[src/rtl/pe_sequencer_pkg.sv]
// Shared constants and types for the GF(3^97) PE command front-end.
// Holds op codes, PE control words, d0 patterns and the sequencer state encoding.
package pe_sequencer_pkg;

    localparam int W     = 194;
    localparam int D0W   = 198;
    localparam int CTRLW = 11;

    localparam logic [1:0] OP_MUL  = 2'b00;
    localparam logic [1:0] OP_CUBE = 2'b01;
    localparam logic [1:0] OP_ADD  = 2'b10;
    localparam logic [1:0] OP_SUB  = 2'b11;

    localparam logic [CTRLW-1:0] CTRL_LOAD   = 11'b11111_000000;
    localparam logic [CTRLW-1:0] CTRL_MUL    = 11'b00000_111111;
    localparam logic [CTRLW-1:0] CTRL_CUBE   = 11'b00000_000001;
    localparam logic [CTRLW-1:0] CTRL_ADDSUB = 11'b00000_010001;

    // Top six bits of d0 select the linear-combination mode in the PE
    localparam logic [5:0] D0_CUBE = 6'b010101;
    localparam logic [5:0] D0_ADD  = 6'b000101;
    localparam logic [5:0] D0_SUB  = 6'b001001;

    typedef enum logic [2:0] {
        ST_IDLE = 3'd0,
        ST_CLR  = 3'd1,
        ST_LOAD = 3'd2,
        ST_RUN  = 3'd3,
        ST_DONE = 3'd4
    } state_t;

endpackage

[src/rtl/pe_op_decode.sv]
// Combinational mapping from an op and its operands to the PE run control word
// and the d0/d1/d2 data buses.
module pe_op_decode
    import pe_sequencer_pkg::*;
(
    input  logic [1:0]       op,
    input  logic [W-1:0]     a,
    input  logic [W-1:0]     b,
    output logic [CTRLW-1:0] ctrl,
    output logic [D0W-1:0]   d0,
    output logic [W-1:0]     d1,
    output logic [W-1:0]     d2
);

    always_comb begin
        ctrl = CTRL_MUL;
        d0   = {4'b0000, a};
        d1   = b;
        d2   = b;
        case (op)
            OP_CUBE: begin
                ctrl = CTRL_CUBE;
                d0   = {D0_CUBE, 192'd0};
                d1   = a;
                d2   = a;
            end
            OP_ADD: begin
                ctrl = CTRL_ADDSUB;
                d0   = {D0_ADD, 192'd0};
                d1   = a;
                d2   = b;
            end
            OP_SUB: begin
                ctrl = CTRL_ADDSUB;
                d0   = {D0_SUB, 192'd0};
                d1   = a;
                d2   = b;
            end
            default: ;
        endcase
    end

endmodule

[src/rtl/pe_sequencer.sv]
// Command front-end for one GF(3^97) PE: latches a command, walks the PE through
// CLR, LOAD and RUN_CYCLES iterations, then holds the result until it is taken.
module pe_sequencer
    import pe_sequencer_pkg::*;
#(
    parameter int RUN_CYCLES = 33,
    parameter int CW         = 6
) (
    input  logic             clk,
    input  logic             reset,
    input  logic             cmd_valid,
    output logic             cmd_ready,
    input  logic [1:0]       cmd_op,
    input  logic [W-1:0]     cmd_a,
    input  logic [W-1:0]     cmd_b,
    output logic             res_valid,
    input  logic             res_ready,
    output logic [W-1:0]     res_data,
    output logic             busy,
    output logic             pe_reset,
    output logic [CTRLW-1:0] pe_ctrl,
    output logic [D0W-1:0]   pe_d0,
    output logic [W-1:0]     pe_d1,
    output logic [W-1:0]     pe_d2,
    input  logic [W-1:0]     pe_out
);

    localparam logic [CW-1:0] CNT_LAST = CW'(RUN_CYCLES - 1);

    state_t           state;
    state_t           state_nxt;
    logic [CW-1:0]    cnt;
    logic [1:0]       op_r;
    logic [W-1:0]     a_r;
    logic [W-1:0]     b_r;
    logic [CTRLW-1:0] run_ctrl;
    logic             accept;

    assign cmd_ready = (state == ST_IDLE) & ~reset;
    assign accept    = cmd_valid & cmd_ready;
    assign busy      = (state != ST_IDLE);
    assign res_valid = (state == ST_DONE);
    assign res_data  = res_valid ? pe_out : '0;

    // Data buses come from the latched operands, so they stay put from CLR through DONE
    pe_op_decode u_decode (
        .op   (op_r),
        .a    (a_r),
        .b    (b_r),
        .ctrl (run_ctrl),
        .d0   (pe_d0),
        .d1   (pe_d1),
        .d2   (pe_d2)
    );

    always_ff @(posedge clk or posedge reset) begin
        if (reset) begin
            state <= ST_IDLE;
            cnt   <= '0;
            op_r  <= '0;
            a_r   <= '0;
            b_r   <= '0;
        end else begin
            state <= state_nxt;
            if (accept) begin
                op_r <= cmd_op;
                a_r  <= cmd_a;
                b_r  <= cmd_b;
            end
            // Counter runs only inside RUN, so it is zero on every RUN entry
            if (state == ST_RUN) begin
                cnt <= cnt + 1'b1;
            end else begin
                cnt <= '0;
            end
        end
    end

    always_comb begin
        state_nxt = state;
        pe_reset  = 1'b0;
        pe_ctrl   = '0;
        case (state)
            ST_IDLE: begin
                if (accept) state_nxt = ST_CLR;
            end
            ST_CLR: begin
                pe_reset  = 1'b1;
                state_nxt = ST_LOAD;
            end
            ST_LOAD: begin
                pe_ctrl   = CTRL_LOAD;
                state_nxt = ST_RUN;
            end
            ST_RUN: begin
                pe_ctrl = run_ctrl;
                if (cnt == CNT_LAST) state_nxt = ST_DONE;
            end
            ST_DONE: begin
                if (res_ready) state_nxt = ST_IDLE;
            end
            default: state_nxt = ST_IDLE;
        endcase
    end

endmodule
[config.mk]
export PLATFORM = sky130hd
export DESIGN_NAME = pe_sequencer
export DESIGN_NICKNAME = d
export VERILOG_FILES = /design/src/rtl/pe_sequencer_pkg.sv /design/src/rtl/pe_op_decode.sv /design/src/rtl/pe_sequencer.sv
export SDC_FILE = /design/constraint.sdc
export NUM_CORES = 1
export LEC_CHECK = 0
export BUFFER_PORTS_ARGS = -buffer_cell sky130_fd_sc_hd__buf_2
export CORE_AREA = 2 2 532 534
export DETAILED_ROUTE_END_ITERATION = 16
export DIE_AREA = 0 0 534 536
export GPL_TIMING_DRIVEN = 0
export PLACE_DENSITY = 0.3
export SYNTH_ARGS = -nofsm -noshare
export SYNTH_HDL_FRONTEND = slang
export SYNTH_SLANG_ARGS = --single-unit
[constraint.sdc]
create_clock -name clk -period 29.4 [get_ports clk]
set_input_delay 2.94 -clock clk [delete_from_list [all_inputs] [get_ports clk]]
set_output_delay 2.94 -clock clk [all_outputs]
set_load 0.01 [all_outputs]
==> key figures, run 1 <==
Run status
  • Status: complete, no violations

Setup path
  • CP required: between 20 and 30 ns
  • CP Max Fanout: 10
  • Arr. time, crit path: 4.68 ns
  • Worst r2r path cells: 5
  • Crit end category: output pin
  • Category of the worst setup path launch point: flop
  • Critical path type: flop to output pin

Timing
  • Crit share post-route: between 20% and 30%
  • Final hold viol count: 0
  • Setup violators final: 0
  • FMAX: 131 MHz
  • Setup TNS: 0 ns
  • Max Clock Skew: 0.0330 ns
  • RSZ-0062 raised after global routing: no
  • Worst-Margin Slew: around 1.4 ns
  • Rel. slew slack: under 10%
  • Min Hold Slack: 0.501 ns
  • Fin crit period: 7.62 ns
  • Max-slew violations: 0

Clock tree
  • Clk buf depth: 3
  • Hold_buf cts: 0
  • Postcts setup bufs: 0
  • CTS sink cnt: 399
  • H-tree depth: 2
  • Worst-path clk slew: ~0.050 ns
  • CTS tree: yes
  • PostCTS Resize Cnt: 0
  • Inserted Clock Buffers: 60
  • Skew-Pair Late Insertion Delay: 0.73 ns
  • CTS root buf: clkbuf_16

Place
  • I/O Buffers: 1381
  • Dpl hpwl: between 200000 and 250000 µm
  • DP Cell Count: 6911
  • DP Area: 34600 µm²
  • Gp weighted congestion: 0.900

Cells and area
  • Area growth syn-to-layout: 62.4%
  • Final design utilization: a little over an eighth
  • # fillers: 32300
  • Storage cell area: 9980 µm²
  • Nets: 3823
  • Multi-input gate area: roughly 12000 µm²
  • Non-filler cells, final: between 7000 and 8000
  • Design Area, Final: 36700 µm²
  • Layout cells sized above 1: 71.6%

Detailed routing
  • Routed wire per std cell: about 33 µm
  • Final wirelength: 234000 µm
  • Total number of vias: 22100
  • First drt pass iteration count: 5
  • Vias per Instance: 3.13
  • Starting DRC count in detailed routing: 1205
  • Residual DRC: 0
  • ANT nets after route: 0

Global routing
  • First-pass GRT wire length: 284000 µm
  • Met1 GRT Util: ~17%
  • Total grt overflow: 0
  • Met3 Resource Use GR: 6.62%
  • GR Layer Usage met2: between 20% and 30%
  • Total Routing Usage GR: between 10% and 20%
  • Busiest grt layer: met2
  • Pin count of the biggest net entering global routing: between 100 and 150
  • Initial antenna violation count: roughly 150
  • Vias in the first global route: 22800

Power and ir drop
  • Leak Pwr: 18.7 nW
  • Max VDD drop: roughly 0.05 mV
  • PwrDens: 70.6 nW/µm²

Yosys
  • Synth Register Bits: 399
  • Syn Inst Count: around 1800
  • Main synth FF type: dfrtp_1
  • Synthesized Nets: 2363
  • Syn. warnings: 0
  • Mapped cell area: 22600 µm²
  • Synth cell types: 32
  • Post-synth top cells: 678 x mux2_2, 399 x dfrtp_1, 196 x and2_1, 194 x and3_1, 100 x mux2_4
  • Post-synth ARST share: 100%
  • Most common cell in the synthesized netlist: mux2_2
  • Synth area leaders: dfrtp_1 44%, mux2_2 34%, mux2_4 6.6%
  • Synth area leader: dfrtp_1
  • Synth top area share: 44.1%
  • EDFF count, synth: 0
  • Syn Area/Cell: around 13 µm²
  • Seq/Total Area, Yosys: 44.1%

Die
  • Die Area: 286000 µm²
  • I/O pins: between 1000 and 1500
  • Row cnt: 195
  • Die Ht: 536 µm
  • Initial cell density of the core: 8.05%
  • Die Wd: 534 µm
  • Core area: 281000 µm²

Flow run
  • Maxcap violations: 0

Hold path
  • Hold depth: 1
  • Hold Crit Class: flop to flop
==> final cells by class <==
type                            count  share of cell area (%)
Sequential cell                   399                    27.2
Antenna cell                       44                   0.300
Tap cell                         3743                    12.8
Clock inverter                     14                   0.620
Clock buffer                       94                    4.79
Multi-Input combinational cell   1205                    32.2
Inverter                            7                  0.0920
Timing Repair Buffer             1398                    19.9
Buffer                            159                    2.17
==> report_power, final <==
group          internal [W]  total, W  leakage [nW]  switching (W)
sequential         0.000647  0.000757          4.99       0.000110
clock              0.000444  0.000766         0.965       0.000322
combinational      0.000422   0.00107          12.8       0.000646
total               0.00151   0.00259          18.7        0.00108
==> metrics by stage <==
| step | total power, W | setup WS [ns] |
|---|---|---|
| after global placement | 0.00186 | 6.21 |
| after global routing | 0.00274 | 21.39 |
| final | 0.00259 | 21.78 |
| after floorplan | 0.00117 | 15.36 |
| after CTS | 0.00268 | 21.25 |
| after detailed placement | 0.00188 | 22.10 |
==> critical path, stage by stage (launching register included) <==
cell      delay (ns)
dfrtp_1         0.39
inv_1           0.09
ha_1            0.16
clkbuf_1        0.49
clkbuf_1        1.00
clkbuf_1        1.11
mux2_2          0.48
buf_2           0.19
==> worst paths after layout <==
check                                      from                   to  slack (ns)
max                         op_r[1]$_DFFE_PP0P_            pe_d2[39]       21.78
max reg2reg                state[1]$_DFFE_PP0P_   b_r[4]$_DFFE_PP0P_       26.38
min reg2reg                    cnt[0]$_DFF_PP0_     cnt[0]$_DFF_PP0_        0.50
max in group asynchronous                 reset  b_r[74]$_DFFE_PP0P_       25.11
min                            cnt[0]$_DFF_PP0_     cnt[0]$_DFF_PP0_        0.50
min in group asynchronous                 reset   b_r[6]$_DFFE_PP0P_        2.27
==> layer usage <==
| layer | up-vias | wire length, µm |
|---|---|---|
| met5 | - | 569 |
| met4 | 90 | 6170 |
| met3 | 297 | 23800 |
| met2 | 1284 | 115000 |
| met1 | 11200 | 88800 |
| li1 | 9277 | - |
==> cells in the final DEF (no fill, tap or decap), drive strengths merged <==
master    count
o21ai         1
nor3b         2
clkinv        6
a31oi         1
and3        194
nand3         2
inv          10
mux2        778
xor2          2
nor4          1
buf        1461
nand2         2
or2           1
xnor2         1
nor2b         1
dfrtp       399
diode        44
nand3b        1
conb          1
and2        196
nand2b        3
nor2          8
or3           2
o32ai         1
ha            5
clkinvlp      1
bufinv        4
clkbuf      190
a22o          1
a21oi         1
==> kinds of logic after synthesis <==
group           Yosys count  synth area share [%]
simple gates            413                  11.4
other cells               1                0.0166
buf+inv                 166                  3.52
flops                   399                  44.1
xor+xnor                  3                 0.116
mux                     778                  40.4
fa+ha+maj                 5                 0.277
compound gates            5                 0.149
==> registers in the layout, indices dropped and copies added (netlist names) <==
register	flops
cnt	6
b_r	194
op_r	2
state	3
a_r	194
(Power assumes the default switching activity.)
==> run 2, diff against run 1 <==
==> constraint.sdc (replaced) <==
create_clock -name clk -period 7 [get_ports clk]
set_input_delay 0.7 -clock clk [delete_from_list [all_inputs] [get_ports clk]]
set_output_delay 0.7 -clock clk [all_outputs]
set_load 0.01 [all_outputs]
==> run 2 against run 1 <==
- critical path depth stayed put
- sequential share of layout area is 0.074 points lower
- die area stayed put
- critical path type unchanged
- final cell count is 0.27% higher
- setup slack worse by 20 ns
- first-iteration DRC count is 22% lower
- wire length hardly changed
- worst hold slack worse by 0.32 ns
- global-route usage hardly changed
==> key figures, run 2 (synthesis gave the netlist of run 1 again) <==
Setup path
  • R2R Path Start: state[1]$_DFFE_PP0P_
  • Worst setup startpoint: op_r[0]$_DFFE_PP0P_
  • Arr. time, crit path: 4.16 ns (-0.52 ns)
  • Most frequent CP cell: clkbuf_1
  • Critical path buffers and inverters: 5 (unchanged)
  • CP max stage cell: clkbuf_1
  • Max incr delay on CP: 0.88 ns (-0.23 ns)
  • Critical path's top delay family: buffers and inverters
  • CP required: 6.30 ns (-20.16 ns)
  • Category of the worst setup path launch point: flop
  • CP Max Fanout: 10 (unchanged)
  • Critical path type: flop to output pin
  • Crit end category: output pin
  • Worst-path cell chain: inv_1, ha_1, clkbuf_2, clkbuf_1, clkbuf_1, and2_1, buf_2

Place
  • I/O Buffers: 1381 (unchanged)
  • Dpl hpwl: 203000 µm (-0.33%)
  • Gp weighted congestion: 0.895 (-0.57%)

Detailed routing
  • ANT nets after route: 0 (unchanged)
  • Final wirelength: 234000 µm (about the same)
  • Vias per Instance: 3.12 (-0.16%)
  • Routed wire per std cell: 33.0 µm (-0.27%)
  • Residual DRC: 0 (unchanged)
  • Total number of vias: 22100 (+0.10%)
  • Starting DRC count in detailed routing: 939 (-22%)
  • First drt pass iteration count: 5 (unchanged)

Die
  • Row cnt: 195 (unchanged)
  • Die Wd: 534 µm (unchanged)
  • Die Area: 286000 µm² (unchanged)
  • Die Ht: 536 µm (unchanged)
  • Core area: 281000 µm² (unchanged)
  • I/O pins: 1383 (unchanged)
  • Initial cell density of the core: 8.05% (unchanged)

Timing
  • Fin crit period: around 4.9 ns
  • Worst-Margin Slew: 1.35 ns (-0.0770 ns)
  • RSZ-0062 raised after global routing: no
  • Max-slew violations: 0 (unchanged)
  • Crit share post-route: 69.4%
  • Max Clock Skew: 0.0404 ns (+0.00741 ns)
  • Min Hold Slack: 0.185 ns (-0.316 ns)
  • FMAX: 206 MHz
  • Rel. slew slack: 10.0% (+5.1 points)
  • Final hold viol count: 0 (unchanged)
  • Setup violators final: 0 (unchanged)

Global routing
  • GR Layer Usage met2: 28.3% (+0.83 points)
  • Met1 GRT Util: 16.9% (-0.62 points)
  • Pin count of the biggest net entering global routing: 36 (-65%)
  • Total grt overflow: 0 (unchanged)
  • Total Routing Usage GR: 15.7% (about the same)
  • Vias in the first global route: 23000 (+0.72%)
  • Initial antenna violation count: 125 (-18%)
  • Busiest grt layer: met2
  • First-pass GRT wire length: 285000 µm (+0.22%)
  • Met3 Resource Use GR: 6.87% (+0.25 points)

Cells and area
  • Layout cells sized above 1: 71.8% (+0.16 points)
  • Area growth syn-to-layout: 62.8%
  • Biggest regs: a_r: 194 flops, b_r: 194 flops, cnt: 6 flops
  • Commonest non-fill, non-tap cell in the layout: buf_2
  • Nets: 3829 (+0.16%)
  • Most frequent cells in the layout: 1424 x buf_2, 678 x mux2_2, 399 x dfrtp_1, 196 x and2_1, 194 x and3_1

Hold path
  • Hold Crit Class: primary input to flop
  • Hold wc startpoint: cmd_a[59]

Clock tree
  • Hold_buf cts: 1 (+1)
  • Postcts setup bufs: 0 (unchanged)
  • CTS root buf: clkbuf_16
  • PostCTS Resize Cnt: 0 (unchanged)
  • CTS tree: yes
  • Inserted Clock Buffers: 59 (-1.7%)
  • Worst-path clk slew: 0.06 ns (about the same)
  • Clk buf depth: 3 (unchanged)
  • Skew-Pair Late Insertion Delay: 0.74 ns (about the same)
  • H-tree depth: 2 (unchanged)
  • CTS sink cnt: 399 (unchanged)

Power and ir drop
  • Max VDD drop: 0.209 mV (+330%)
  • Design Power: 0.0108 W (+320%)
  • Leak Pwr: 18.8 nW (+0.21%)
  • PwrDens: 293 nW/µm² (+320%)

Flow run
  • Maxcap violations: 0 (unchanged)

Run status
  • Status: complete, no violations
-- run 2: through the flow --
| step | instances | setup TNS, ns | setup WS, ns | utilization (%) | instance area, µm² |
|---|---|---|---|---|---|
| 3_3_place_gp | 6894 | -1426.25 | -3.78 | 12.2 | 34200 |
| 3_5_place_dp | 6917 | 0 | 2.42 | 12.4 | 34700 |
| 2_1_floorplan | 1770 | 0 | 0.928 | - | 22600 |
| 5_1_grt | 7045 | 0 | 1.66 | 13.1 | 36700 |
| 6_report | 7082 | 0 | 2.14 | 13.1 | 36800 |
| 4_1_cts | 7023 | 0 | 1.55 | 13.1 | 36700 |
-- run 2: power breakdown --
group          internal (W)  switching, W  total (W)
Sequential          0.00272      0.000450    0.00317
Clock               0.00182       0.00134    0.00316
Combinational       0.00176       0.00270    0.00446
-- run 2: layer usage --
metal | part of all wire (%) | routed length, µm
met1 | 37 | 85900
met4 | 2.0 | 4650
met2 | 51 | 118000
met5 | 0.24 | 560
met3 | 11 | 24700
-- run 2: worst paths after layout --
path | slack [ns] | cells past startpoint | end
max | 2.14 | 7 | pe_d0[193]
min | 0.19 | 2 | a_r[59]$_DFFE_PP0P_
max reg2reg | 4.06 | 5 | a_r[157]$_DFFE_PP0P_
min reg2reg | 0.49 | 1 | cnt[0]$_DFF_PP0_
max in group asynchronous | 4.11 | 10 | b_r[70]$_DFFE_PP0P_
min in group asynchronous | 0.68 | 3 | b_r[3]$_DFFE_PP0P_
-- run 2: final cells by class --
cell class | count | area, µm²
Clock inverter | 14 | 231
Tap cell | 3743 | 4680
Timing Repair Buffer | 1405 | 7400
Fill cell | 32300 | 244000
Antenna cell | 59 | 148
Buffer | 159 | 802
Clock buffer | 91 | 1720
Sequential cell | 399 | 9980
Multi-Input combinational cell | 1205 | 11800
Inverter | 7 | 30.0
==> run 3, diff against run 2 <==
==> constraint.sdc (replaced) <==
create_clock -name clk -period 4.1 [get_ports clk]
set_input_delay 0.41 -clock clk [delete_from_list [all_inputs] [get_ports clk]]
set_output_delay 0.41 -clock clk [all_outputs]
set_load 0.01 [all_outputs]
==> run 3 against run 2 <==
- first-iteration DRC count up 4.0%
- final cell count up 5.4%
- clock power up 71%
- via count up 5.3%
- setup slack worse by 1.9 ns
- design area up 11%
- core utilization up 1.4 points
- non-clock buffer count up 391
- power up 74%
- largest power group unchanged
- combinational power up 79%
- flip-flop and latch count unchanged
- wire length up 0.32%
- critical path type unchanged
==> key figures, run 3 (synthesis gave the netlist of run 1 again) <==
Run status
  • Status: complete, no violations

Timing
  • Final hold viol count: 0 (unchanged)
  • Max-slew violations: 0 (unchanged)
  • Crit share post-route: 94.5%
  • Fin crit period: 3.87 ns
  • Setup violators final: 0 (unchanged)
  • Rel. slew slack: 13.6% (+3.6 points)
  • Min Hold Slack: 0.205 ns (+0.0200 ns)
  • Worst-Margin Slew: 1.30 ns (-0.0542 ns)
  • RSZ-0062 raised after global routing: no
  • Max Clock Skew: 0.0407 ns (+0.000314 ns)
  • PnR worst setup slack: 0.226 ns (-1.92 ns)
  • FMAX: 258 MHz

Detailed routing
  • Routed wire per std cell: 31.5 µm (-4.8%)
  • Final wirelength: 235000 µm (+0.32%)
  • Total number of vias: 23300 (+5.3%)
  • ANT nets after route: 0 (unchanged)
  • Vias per Instance: 3.12 (about the same)
  • Starting DRC count in detailed routing: 977 (+4.0%)
  • First drt pass iteration count: 4 (-1)
  • Residual DRC: 0 (unchanged)

Global routing
  • Pin count of the biggest net entering global routing: 36 (unchanged)
  • Initial antenna violation count: 92 (-26%)
  • Total grt overflow: 0 (unchanged)
  • Vias in the first global route: 24800 (+7.8%)
  • First-pass GRT wire length: 288000 µm (+1.3%)
  • Total Routing Usage GR: 15.7% (+0.062 points)

Setup path
  • Crit end category: output pin
  • Critical path buffers and inverters: 4 (-1)
  • CP max stage cell: clkbuf_1
  • Worst r2r path cells: 5 (unchanged)
  • Critical path type: flop to output pin
  • Critical path's top delay family: buffers and inverters
  • Worst-path cell chain: inv_1, ha_1, clkbuf_4, clkbuf_1, mux2_2, buf_2
  • Category of the worst setup path launch point: flop
  • Max incr delay on CP: 0.97 ns (+0.09 ns)
  • CP Max Fanout: 10 (unchanged)
  • Arr. time, crit path: 3.46 ns (-0.70 ns)
  • Crit path depth: 6 (-1)
  • CP required: 3.69 ns (-2.61 ns)

Hold path
  • Hold Crit Class: primary input to flop
  • Hold depth: 4 (+2)

Clock tree
  • Inserted Clock Buffers: 59 (unchanged)
  • Clk buf depth: 3 (unchanged)
  • Skew-Pair Late Insertion Delay: 0.74 ns (about the same)
  • CTS tree: yes
  • Postcts setup bufs: 0 (unchanged)
  • H-tree depth: 2 (unchanged)
  • CTS sink cnt: 399 (unchanged)
  • CTS root buf: clkbuf_16
  • Worst-path clk slew: 0.06 ns (about the same)

Cells and area
  • Non-filler cells, final: 7464 (+5.4%)
  • Layout cells sized above 1: 64.6% (-7.2 points)
  • Most frequent cells in the layout: 1424 x buf_2, 678 x mux2_2, 399 x dfrtp_1, 392 x dlygate4sd3_1, 196 x and2_1
  • Nets: 4220 (+10%)
  • Area growth syn-to-layout: 80.2%
  • Biggest regs: a_r: 194 flops, b_r: 194 flops, cnt: 6 flops
  • Commonest non-fill, non-tap cell in the layout: buf_2
  • # fillers: 32100 (-0.51%)

Die
  • Row cnt: 195 (unchanged)
  • Die Wd: 534 µm (unchanged)
  • Die Ht: 536 µm (unchanged)
  • Die Area: 286000 µm² (unchanged)
  • Initial cell density of the core: 8.05% (unchanged)
  • I/O pins: 1383 (unchanged)
  • Core area: 281000 µm² (unchanged)

Power and ir drop
  • Net Sw Frac: 41.3% (-0.25 points)
  • Leak Pwr: 20.5 nW (+9.0%)
  • Clk network pwr share: 28.8% (-0.5 points)
  • Reg power frac: 28.8% (-0.5 points)
  • PwrDens: 461 nW/µm² (+57%)
  • Logic pwr share: 42.5% (+1.2 points)
  • Internal: 0.0110 W (+75%)
  • Switch Pwr: 0.00776 W (+73%)
  • Max VDD drop: 0.355 mV (+70%)

Place
  • DP Worst Slack: -0.192 ns (-2.61 ns)
  • Dpl hpwl: 203000 µm (unchanged)
  • Gp weighted congestion: 0.895 (unchanged)
  • DP Cell Count: 6917 (unchanged)
  • I/O Buffers: 1381 (unchanged)

Flow run
  • Maxcap violations: 0 (unchanged)
run 3: changes by cell type in the layout (fill, tap and decap cells not counted):
cell / before / now
dlygate4sd3_1: 1 / 392
clkbuf_1: 95 / 78
clkbuf_2: 19 / 30
diode_2: 59 / 50
clkbuf_4: 2 / 7
buf_4: 8 / 9
run 3: tightest hold or removal path, delay by kind of cell:
family	cells	cell delay, ns
compound gates	1	0.08
simple gates	2	0.26
buf+inv	1	0.11
run 3: metal layers:
metal  GRT usage [%]  vias to the layer above  wire (µm)  share of wire (%)
li1                -                    10100          -                  -
met2            28.4                     1186     119000                 50
met1            17.0                    11700      87100                 37
met3            6.68                      232      23900                 10
met5               0                        -        388               0.17
met4            3.16                       56       4820                2.1
run 3: timing repair:
item | CTS | global route
pin swaps | 0 | 0
setup endpoints to repair | 370 | 2
hold buffers | 392 | 0
gates resized for setup | 23 | 1
cloned | 0 | 0
hold endpoints to repair | 406 | 0
run 3: final cells by class:
class,count,area (µm²),area share (%)
multi-input combinational,1205,11800,29.0
tap,3743,4680,11.5
timing repair buffer,1796,11300,27.8
antenna,50,125,0.307
clock inverter,14,231,0.568
sequential,399,9980,24.5
buffer,159,838,2.06
clock buffer,91,1720,4.21
inverter,7,30.0,0.0737
run 3: metrics by stage:
step	utilization (%)	TNS, ns	power [W]	cell area, µm²
finish	14.5	0	0.0188	40800
global route	14.5	0	0.0198	40700
CTS	14.5	0	0.0194	40600
detailed placement	12.4	-2.44	0.0134	34700
global placement	12.2	-2673.68	0.0133	34200
floorplan	-	-671.03	0.00841	22600
run 3: power by group through the flow:
stage                     Combinational, W  Sequential (W)  Clock (W)
after global placement             0.00780         0.00547          0
after global routing               0.00855         0.00551    0.00575
after detailed placement           0.00792         0.00548          0
after CTS                          0.00831         0.00541    0.00566
after floorplan                    0.00333         0.00508          0
final                              0.00798         0.00541    0.00540
run 3: path summary, 6_finish.rpt:
check                                startpoint  slack [ns]              endpoint
setup / recovery            op_r[0]$_DFFE_PP0P_        0.23             pe_d1[30]
hold / removal                        cmd_valid        0.21  state[0]$_DFFE_PP0P_
setup reg to reg           state[1]$_DFFE_PP0P_        1.14  a_r[157]$_DFFE_PP0P_
hold reg to reg                cnt[0]$_DFF_PP0_        0.49      cnt[0]$_DFF_PP0_
max in group asynchronous                 reset        1.49   b_r[70]$_DFFE_PP0P_
min in group asynchronous                 reset        0.40    b_r[3]$_DFFE_PP0P_
